==> src/rtl/rpn_pkg.sv <==
// Shared constants, control-strobe bundle and strobe decoder for the RPN sequencer.
package rpn_pkg;

  localparam logic [2:0] ST_IDLE   = 3'd0;
  localparam logic [2:0] ST_PUSH_L = 3'd1;
  localparam logic [2:0] ST_POP_A  = 3'd2;
  localparam logic [2:0] ST_POP_B  = 3'd3;
  localparam logic [2:0] ST_PUSH_R = 3'd4;

  localparam logic [1:0] OP_ADD = 2'b00;
  localparam logic [1:0] OP_SUB = 2'b01;
  localparam logic [1:0] OP_AND = 2'b10;
  localparam logic [1:0] OP_OR  = 2'b11;

  localparam logic SEL_LIT = 1'b0;
  localparam logic SEL_RES = 1'b1;

  typedef struct packed {
    logic stk_push;
    logic stk_pop;
    logic reg1_en;
    logic reg2_en;
    logic mux_sel;
    logic result_valid;
  } ctrl_t;

  // Moore decode: every datapath strobe is a pure function of the state.
  function automatic ctrl_t decode_ctrl(input logic [2:0] st);
    ctrl_t c;
    c = '0;
    c.mux_sel = SEL_LIT;
    case (st)
      ST_PUSH_L: c.stk_push = 1'b1;
      ST_POP_A: begin
        c.reg1_en = 1'b1;
        c.stk_pop = 1'b1;
      end
      ST_POP_B: begin
        c.reg2_en = 1'b1;
        c.stk_pop = 1'b1;
      end
      ST_PUSH_R: begin
        c.stk_push     = 1'b1;
        c.mux_sel      = SEL_RES;
        c.result_valid = 1'b1;
      end
      default: ;
    endcase
    return c;
  endfunction

endpackage

==> src/rtl/rpn_depth_counter.sv <==
// Saturating up/down count of live stack entries, with the compares the sequencer needs.
module rpn_depth_counter
  import rpn_pkg::*;
#(
  parameter int CNT_W     = 6,
  parameter int MAX_COUNT = 32
) (
  input  logic             clk,
  input  logic             rst,
  input  logic             inc,
  input  logic             dec,
  output logic [CNT_W-1:0] count,
  output logic             is_empty,
  output logic             lt2,
  output logic             is_full
);

  assign is_empty = (count == '0);
  assign lt2      = (count < CNT_W'(2));
  assign is_full  = (count == CNT_W'(MAX_COUNT));

  always_ff @(posedge clk) begin
    if (rst) begin
      count <= '0;
    end else if (inc && !dec && !is_full) begin
      count <= count + 1'b1;
    end else if (dec && !inc && !is_empty) begin
      count <= count - 1'b1;
    end
  end

endmodule

==> src/rtl/rpn_sequencer.sv <==
// Token-driven controller for the 4-bit RPN datapath: expands literals and operators
// into push/pop/capture strobes and guards the stack against under/overflow.
module rpn_sequencer
  import rpn_pkg::*;
#(
  parameter int DATA_WIDTH  = 4,
  parameter int STACK_DEPTH = 32,
  parameter int CNT_W       = 6
) (
  input  logic                  clk,
  input  logic                  rst,
  input  logic                  tok_valid,
  output logic                  tok_ready,
  input  logic                  tok_is_op,
  input  logic [1:0]            tok_opcode,
  input  logic [DATA_WIDTH-1:0] tok_data,
  output logic                  stk_push,
  output logic                  stk_pop,
  output logic                  reg1_en,
  output logic                  reg2_en,
  output logic                  mux_sel,
  output logic [1:0]            alu_opcode,
  output logic [DATA_WIDTH-1:0] lit_data,
  output logic [CNT_W-1:0]      depth,
  output logic                  result_valid,
  output logic                  err_underflow,
  output logic                  err_overflow,
  input  logic                  err_clr,
  output logic [2:0]            fsm_state
);

  // Handshake: a token transfers on any rising edge where tok_valid && tok_ready;
  // tok_ready is high only in IDLE, and an accepted token is always consumed,
  // even when it is rejected for under/overflow.

  logic [2:0] state;
  ctrl_t      ctrl;
  logic       accept;
  logic       is_empty;
  logic       lt2;
  logic       is_full;
  logic       ovf_set;
  logic       unf_set;

  assign ctrl         = decode_ctrl(state);
  assign stk_push     = ctrl.stk_push;
  assign stk_pop      = ctrl.stk_pop;
  assign reg1_en      = ctrl.reg1_en;
  assign reg2_en      = ctrl.reg2_en;
  assign mux_sel      = ctrl.mux_sel;
  assign result_valid = ctrl.result_valid;
  assign fsm_state    = state;

  assign tok_ready = (state == ST_IDLE);
  assign accept    = tok_valid && tok_ready;
  assign ovf_set   = accept && !tok_is_op && is_full;
  assign unf_set   = accept && tok_is_op && (is_empty || lt2);

  rpn_depth_counter #(
    .CNT_W     (CNT_W),
    .MAX_COUNT (STACK_DEPTH)
  ) u_depth (
    .clk      (clk),
    .rst      (rst),
    .inc      (ctrl.stk_push),
    .dec      (ctrl.stk_pop),
    .count    (depth),
    .is_empty (is_empty),
    .lt2      (lt2),
    .is_full  (is_full)
  );

  always_ff @(posedge clk) begin
    if (rst) begin
      state         <= ST_IDLE;
      lit_data      <= '0;
      alu_opcode    <= OP_ADD;
      err_underflow <= 1'b0;
      err_overflow  <= 1'b0;
    end else begin
      case (state)
        ST_IDLE: begin
          if (accept && !tok_is_op && !is_full) begin
            lit_data <= tok_data;
            state    <= ST_PUSH_L;
          end else if (accept && tok_is_op && !unf_set) begin
            alu_opcode <= tok_opcode;
            state      <= ST_POP_A;
          end
        end
        ST_POP_A:  state <= ST_POP_B;
        ST_POP_B:  state <= ST_PUSH_R;
        ST_PUSH_L: state <= ST_IDLE;
        ST_PUSH_R: state <= ST_IDLE;
        default:   state <= ST_IDLE;
      endcase

      // A fresh error outranks a simultaneous clear.
      if (ovf_set) begin
        err_overflow <= 1'b1;
      end else if (err_clr) begin
        err_overflow <= 1'b0;
      end
      if (unf_set) begin
        err_underflow <= 1'b1;
      end else if (err_clr) begin
        err_underflow <= 1'b0;
      end
    end
  end

endmodule

==> config.mk <==
export PLATFORM = sky130hd
export DESIGN_NAME = rpn_sequencer
export DESIGN_NICKNAME = d
export VERILOG_FILES = /design/src/rtl/rpn_pkg.sv /design/src/rtl/rpn_depth_counter.sv /design/src/rtl/rpn_sequencer.sv
export SDC_FILE = /design/constraint.sdc
export NUM_CORES = 1
export LEC_CHECK = 0
export CAP_MARGIN = 0
export CORE_ASPECT_RATIO = 1.25
export CORE_UTILIZATION = 30
export DETAILED_ROUTE_END_ITERATION = 8
export PLACE_DENSITY_LB_ADDON = 0.15
export SYNTH_ARGS = -nofsm -noshare
export SYNTH_HDL_FRONTEND = slang
export SYNTH_SLANG_ARGS = --single-unit
==> constraint.sdc <==
create_clock -name clk -period 2.2 [get_ports clk]
set_input_delay 0.44 -clock clk [delete_from_list [all_inputs] [get_ports clk]]
set_output_delay 0.44 -clock clk [all_outputs]
set_load 0.05 [all_outputs]
==> flow_metrics.py, run 1 <==
metrics = {
    "status": {
        "status": "completed",
    },
    "drt": {
        "route.detailed.drc": 0,
        "viasPerCell": 5.12,
        "wire_per_inst_um": 14.1,
        "drt_wl_total_um": 2690,
        "vias": 978,
        "route.antenna.remaining_nets": 0,
        "drt_iter0_markers": 30,
        "detailedRoute.firstPassIterationCount": 4,
    },
    "clocking": {
        "cts_tree": "yes",
        "cts_clk_pin_slew_worst_paths_ns": 0.10,
        "cts_max_level": 1,
        "clock-root-buffer": "clkbuf_4",
        "clock_path_buffers": 2,
        "numClockSinks": 17,
        "cts-buffers-inserted": 3,
        "clkLatencyLatePin_ns": 0.28,
    },
    "worst_setup_path": {
        "critPathArrivalTime_ns": 2.31,
        "criticalPathCategory": "reg -> reg",
        "worst_path_maximum_fanout": 5,
        "setup.worst_path.end_class": "register",
        "r2r_setup_slack_ns": 0.06,
        "startpoint_type": "register",
        "critical_path_required_ns": 2.37,
    },
    "global_routing": {
        "grt_pass1_wl_um": 4220,
        "grt.overflow.total": 0,
        "grt_max_degree": 17,
        "global_route.usage.total_pct": 16.7,
        "grt_antenna_before_repair": 0,
        "first_global_vias": 942,
    },
    "timing": {
        "timing.final.setup_violations": 0,
        "worst_hold_slack_ns": 0.468,
        "layout_setup_ws_ns": 0.0603,
        "worst_slew_pin_slew_ns": 0.517,
        "final_clock_skew_ns": 0.00237,
        "final.min_clock_period_ns": 2.14,
        "report.final.slew_viol_count": 0,
        "finalHoldViolations": 0,
        "slew_headroom_pct": 65.5,
        "ratio_of_final_minimum_period_to_clock_period_pct": 97.3,
        "timing.fmax_mhz": 467,
        "rsz0062_at_grt": "true",
    },
    "synth": {
        "edff_count_synth": 0,
        "post_synth_instance_area_sq_um": 950,
        "synthCells": 102,
        "postSynth.topFlopCell": "dfxtp_1",
        "ys.warnings.count": 0,
        "syn_avg_cell_area_sq_um": 9.31,
        "mappedNetlistNets": 118,
        "synth-seq-cells": 17,
        "synth_async_sr_flop_share_pct": 0,
        "synth_sequential_area_ratio_pct": 35.8,
        "synth.distinct_cells": 40,
    },
    "die": {
        "rows": 22,
        "design.die.area_sq_mm": 0.00340,
        "placeableCoreArea_sq_mm": 0.00297,
        "start_util_pct": 31.9,
        "ios": 35,
        "die_y_um": 64.9,
        "chip_width_um": 52.3,
    },
    "placed_design": {
        "hpwlAfterDp_um": 1940,
        "dp_worst_setup_slack_ns": 0.00339,
        "gp_routability_congestion": 0.819,
        "numPlacedInstances": 178,
        "portBuffers": 34,
    },
    "worst_hold_path": {
        "min_delay_path_class": "reg -> reg",
    },
    "finish": {
        "area_growth_syn_to_layout_pct": 64.3,
        "post_route_cells_drive_above_1_share_pct": 32.3,
        "fin_util_pct": 52.5,
        "post_layout_net_count": 172,
        "finish.cell_count_without_fillers": 191,
        "antenna-diode-count": 0,
        "filler_cell_count": 300,
    },
    "power": {
        "power_uw": 2600,
        "powerDensity_mw_per_mm2": 1670,
        "leakage_uw": 0.000633,
        "maximum_vdd_drop_v": 0.000854,
    },
    "run": {
        "max_cap_violations": 0,
    },
}
through the flow:
step	area, sq um	TNS [ns]
2_1_floorplan	1000	-0.145
3_3_place_gp	1450	0
3_5_place_dp	1450	0
4_1_cts	1470	0
5_1_grt	1560	-0.0827
6_report	1560	0
sequential cells by signal, summed over array words and instances (netlist names):
register,cells
err_overflow,1
err_underflow,1
lit_data,4
fsm_state,3
u_depth.count,6
alu_opcode,2
where the power goes:
part           switching, uW  internal [uW]
clock                   97.5           70.4
sequential               102            427
combinational           1090            811
path summary, 6_finish.rpt:
| path | start | end | cells past startpoint |
|---|---|---|---|
| max | u_depth.count[1] | u_depth.count[5] | 8 |
| min | err_underflow | err_underflow | 2 |
| max reg2reg | u_depth.count[1] | u_depth.count[5] | 8 |
| min reg2reg | err_underflow | err_underflow | 2 |
worst max-delay path: stages (launching register included):
cell and delay [ns]:
dfxtp_4 0.38, nor4_4 0.39, a211oi_4 0.12, inv_2 0.15
ha_4 0.22, a211o_1 0.27, a211o_1 0.34, nand4_1 0.09
nand3_1 0.08
cells in the mapped netlist, drive strengths merged (2+ instances only):
master | count | area share, %
nor3 | 5 | 2.6
a21oi | 6 | 3.2
nand4 | 3 | 2.0
nor2 | 17 | 6.7
a211o | 2 | 1.8
nor3b | 2 | 1.6
buf | 2 | 1.2
a211oi | 3 | 4.2
nand3 | 3 | 1.6
ha | 4 | 5.3
mux2i | 6 | 6.3
inv | 3 | 1.2
a21o | 3 | 2.4
xor2 | 2 | 1.8
dfxtp | 17 | 36
nor2b | 4 | 2.6
layer usage:
layer | global-route usage [%] | share of wire, % | routed length, um
met4 | 7.24 | 1.3 | 34
met3 | 4.23 | 4.6 | 123
met1 | 20.3 | 43 | 1160
met2 | 27.1 | 51 | 1380
met5 | 0 | 0 | 0
repair_timing:
| action | 4_1_cts | 5_1_grt |
|---|---|---|
| hold buffers | 0 | 0 |
| setup endpoints to repair | 0 | 3 |
| setup buffers | 0 | 8 |
| resized for setup | 0 | 3 |
layout by cell type (no fill, tap or decap), drive strengths merged, types with 2 or more instances in the layout:
cell           instances
clkdlybuf4s50         27
buf                   24
nor2                  17
dfxtp                 17
mux2i                  6
a21oi                  6
nor3                   5
nor2b                  4
clkbuf                 4
ha                     4
a21o                   3
nand3                  3
nand4                  3
inv                    3
a211oi                 3
a211o                  2
xor2                   2
nor3b                  2
final cells by class:
| cell class | count | area, sq um | share of cell area (%) |
|---|---|---|---|
| sequential | 17 | 365 | 23.4 |
| tap | 36 | 45.0 | 2.89 |
| timing repair inverter | 1 | 5.00 | 0.321 |
| clock buffer | 4 | 26.3 | 1.68 |
| inverter | 3 | 11.3 | 0.722 |
| multi-input combinational | 79 | 632 | 40.5 |
| timing repair buffer | 51 | 475 | 30.5 |
kinds of logic (layout without fill, tap and decap cells):
kind of cell / count (synthesis) / after routing / share of synthesized area (%)
buf+inv: 6 / 59 / 2.77
xor+xnor: 3 / 3 / 2.77
compound gates: 23 / 23 / 19.9
mux: 6 / 6 / 6.32
fa+ha+maj: 5 / 5 / 7.38
simple gates: 42 / 42 / 25.0
flops: 17 / 17 / 35.8
(Power assumes the default switching activity.)
==> run 2, diff against run 1 <==
CTS_BUF_LIST = sky130_fd_sc_hd__clkbuf_8   (was default)
PLACE_DENSITY = 0.56   (was default)
PLACE_DENSITY_LB_ADDON = default   (was 0.15)
==> run 2 against run 1 <==
  * First-iteration DRC count fell by 43%
  * Via count fell by 5.4%
  * Setup slack improved by 0.028 ns
  * Critical endpoint unchanged
  * Largest power group unchanged
==> flow_metrics.py, run 2 (synthesis results as in run 1) <==
metrics = {
    "status": {
        "status": "completed",
    },
    "power": {
        "powerDensity_mw_per_mm2": 1660,
        "power_uw": 2450,
        "maximum_vdd_drop_v": 0.000806,
        "leakage_uw": 0.000599,
    },
    "worst_setup_path": {
        "reg2reg_to": "u_depth.count[5]",
        "setup.worst_path.end_class": "register",
        "startpoint": "u_depth.count[3]",
        "startpoint_type": "register",
        "critical_path_required_ns": 2.39,
        "regToRegStartpoint": "u_depth.count[3]",
        "worst_path_maximum_fanout": 7,
        "criticalPathCategory": "reg -> reg",
        "ff2ff_path_depth": 8,
        "critPathArrivalTime_ns": 2.30,
        "r2r_setup_slack_ns": 0.09,
    },
    "worst_hold_path": {
        "min_delay_path_class": "reg -> reg",
        "min_path_cells": 2,
        "holdPathEnd": "err_underflow",
        "timing.hold.worst.start": "err_underflow",
    },
    "timing": {
        "rsz0062_at_grt": "true",
        "report.final.slew_viol_count": 0,
        "final.min_clock_period_ns": 2.11,
        "worst_slew_pin_slew_ns": 0.605,
        "final_clock_skew_ns": 0.00113,
        "timing.fmax_mhz": 474,
        "timing.final.setup_violations": 0,
        "ratio_of_final_minimum_period_to_clock_period_pct": 96.0,
        "slew_headroom_pct": 58.6,
        "finalHoldViolations": 0,
    },
    "die": {
        "rows": 22,
        "die_y_um": 64.9,
        "start_util_pct": 31.9,
        "ios": 35,
        "design.die.area_sq_mm": 0.00340,
        "chip_width_um": 52.3,
        "placeableCoreArea_sq_mm": 0.00297,
    },
    "clocking": {
        "cts-resized-gates": 0,
        "cts_max_level": 1,
        "clock-root-buffer": "clkbuf_8",
        "clkLatencyLatePin_ns": 0.25,
        "cts_tree": "yes",
        "numClockSinks": 17,
        "cts-buffers-inserted": 3,
        "clock_path_buffers": 2,
        "cts_clk_pin_slew_worst_paths_ns": 0.06,
    },
    "drt": {
        "vias": 925,
        "top_layer": "met4",
        "drt_iter0_markers": 17,
        "drt_wl_total_um": 2530,
        "met3RoutedLength_um": 140,
        "wl_met1_um": 1110,
        "wire_per_inst_um": 14.0,
        "route.detailed.drc": 0,
        "detailedRoute.firstPassIterationCount": 4,
        "route.antenna.remaining_nets": 0,
        "viasPerCell": 5.11,
        "wl_met2_um": 1240,
    },
    "placed_design": {
        "gp_routability_congestion": 0.774,
        "numPlacedInstances": 176,
        "portBuffers": 34,
        "hpwlAfterDp_um": 1960,
    },
    "global_routing": {
        "grt_pass1_wl_um": 4450,
        "grt_max_degree": 21,
        "global_route.usage.total_pct": 17.3,
        "first_global_vias": 1018,
        "grt_antenna_before_repair": 0,
        "grt.overflow.total": 0,
    },
    "finish": {
        "antenna-diode-count": 0,
        "layout.cells.most_common_list": "clkdlybuf4s50_1 (27), nor2_1 (17), buf_4 (13)",
        "max_flop_register": "u_depth.count",
        "post_route_cells_drive_above_1_share_pct": 26.2,
        "finish.cell_count_without_fillers": 181,
        "largest_register_ffs": 6,
        "post_layout_net_count": 162,
        "mostFrequentLayoutCell": "clkdlybuf4s50_1",
        "area_growth_syn_to_layout_pct": 56.1,
    },
    "run": {
        "max_cap_violations": 0,
    },
}
-- run 2: cell count changes in the layout (fill, tap and decap cells not counted), sizes merged --
cell,change
clkinvlp,-1
clkbuf,-1
buf,-9
inv,+1
-- run 2: what timing repair did --
action / in CTS / in global routing
endpoints found under the setup margin: 0 / 2
hold buffers: 0 / 0
buffers inserted: 0 / 1
-- run 2: stage by stage --
stage | hold WS, ns | cell area [sq um] | setup TNS, ns | util (%) | worst slack [ns]
2_1_floorplan | 0.575 | 1000 | -0.145 | - | -0.0917
3_5_place_dp | 0.465 | 1430 | -0.0130 | 48.1 | -0.0127
5_1_grt | 0.520 | 1480 | -0.0187 | 49.9 | -0.0174
6_report | 0.480 | 1480 | 0 | 49.9 | 0.0881
4_1_cts | 0.475 | 1480 | 0 | 49.6 | 0.0775
3_3_place_gp | 0.453 | 1430 | 0 | 48.1 | 0.0405
-- run 2: how the worst max path moves through the flow --
stage | to | slack (ns) | cells past startpoint
detailed placement | lit_data[1] | -0.01 | 5
global placement | lit_data[3] | 0.04 | 5
floorplan | u_depth.count[5] | -0.09 | 8
CTS | u_depth.count[5] | 0.08 | 8
finish | u_depth.count[5] | 0.09 | 8
global route | u_depth.count[5] | -0.02 | 8
-- run 2: power breakdown --
| group | leakage [uW] | total, uW | internal [uW] | switching [uW] |
|---|---|---|---|---|
| Combinational | 0.000429 | 1670 | 690 | 981 |
| Clock | 0.0000269 | 230 | 124 | 106 |
| Sequential | 0.000144 | 553 | 429 | 124 |
| Total | 0.000599 | 2450 | 1240 | 1210 |
-- run 2: final cells by class --
type                            count  area, sq um
Fill cell                         316         1490
Clock buffer                        3         41.3
Timing Repair Buffer               42          408
Sequential cell                    17          365
Multi-Input combinational cell     79          608
Inverter                            3         11.3
Tap cell                           36         45.0
Clock inverter                      1         3.75
-- run 2: worst max-delay path, cell delays in order, from the launching register on --
cell       delay, ns
dfxtp_4         0.37
nor4_4          0.32
a211oi_2        0.13
inv_2           0.16
ha_1            0.30
o21a_1          0.20
a211o_1         0.33
o2bb2ai_1       0.14
nand3_1         0.10
-- run 2: routing by layer --
layer	track usage, %	vias up
met5	0	-
met4	6.91	0
met3	4.46	7
met2	29.6	32
met1	19.9	425
li1	-	461
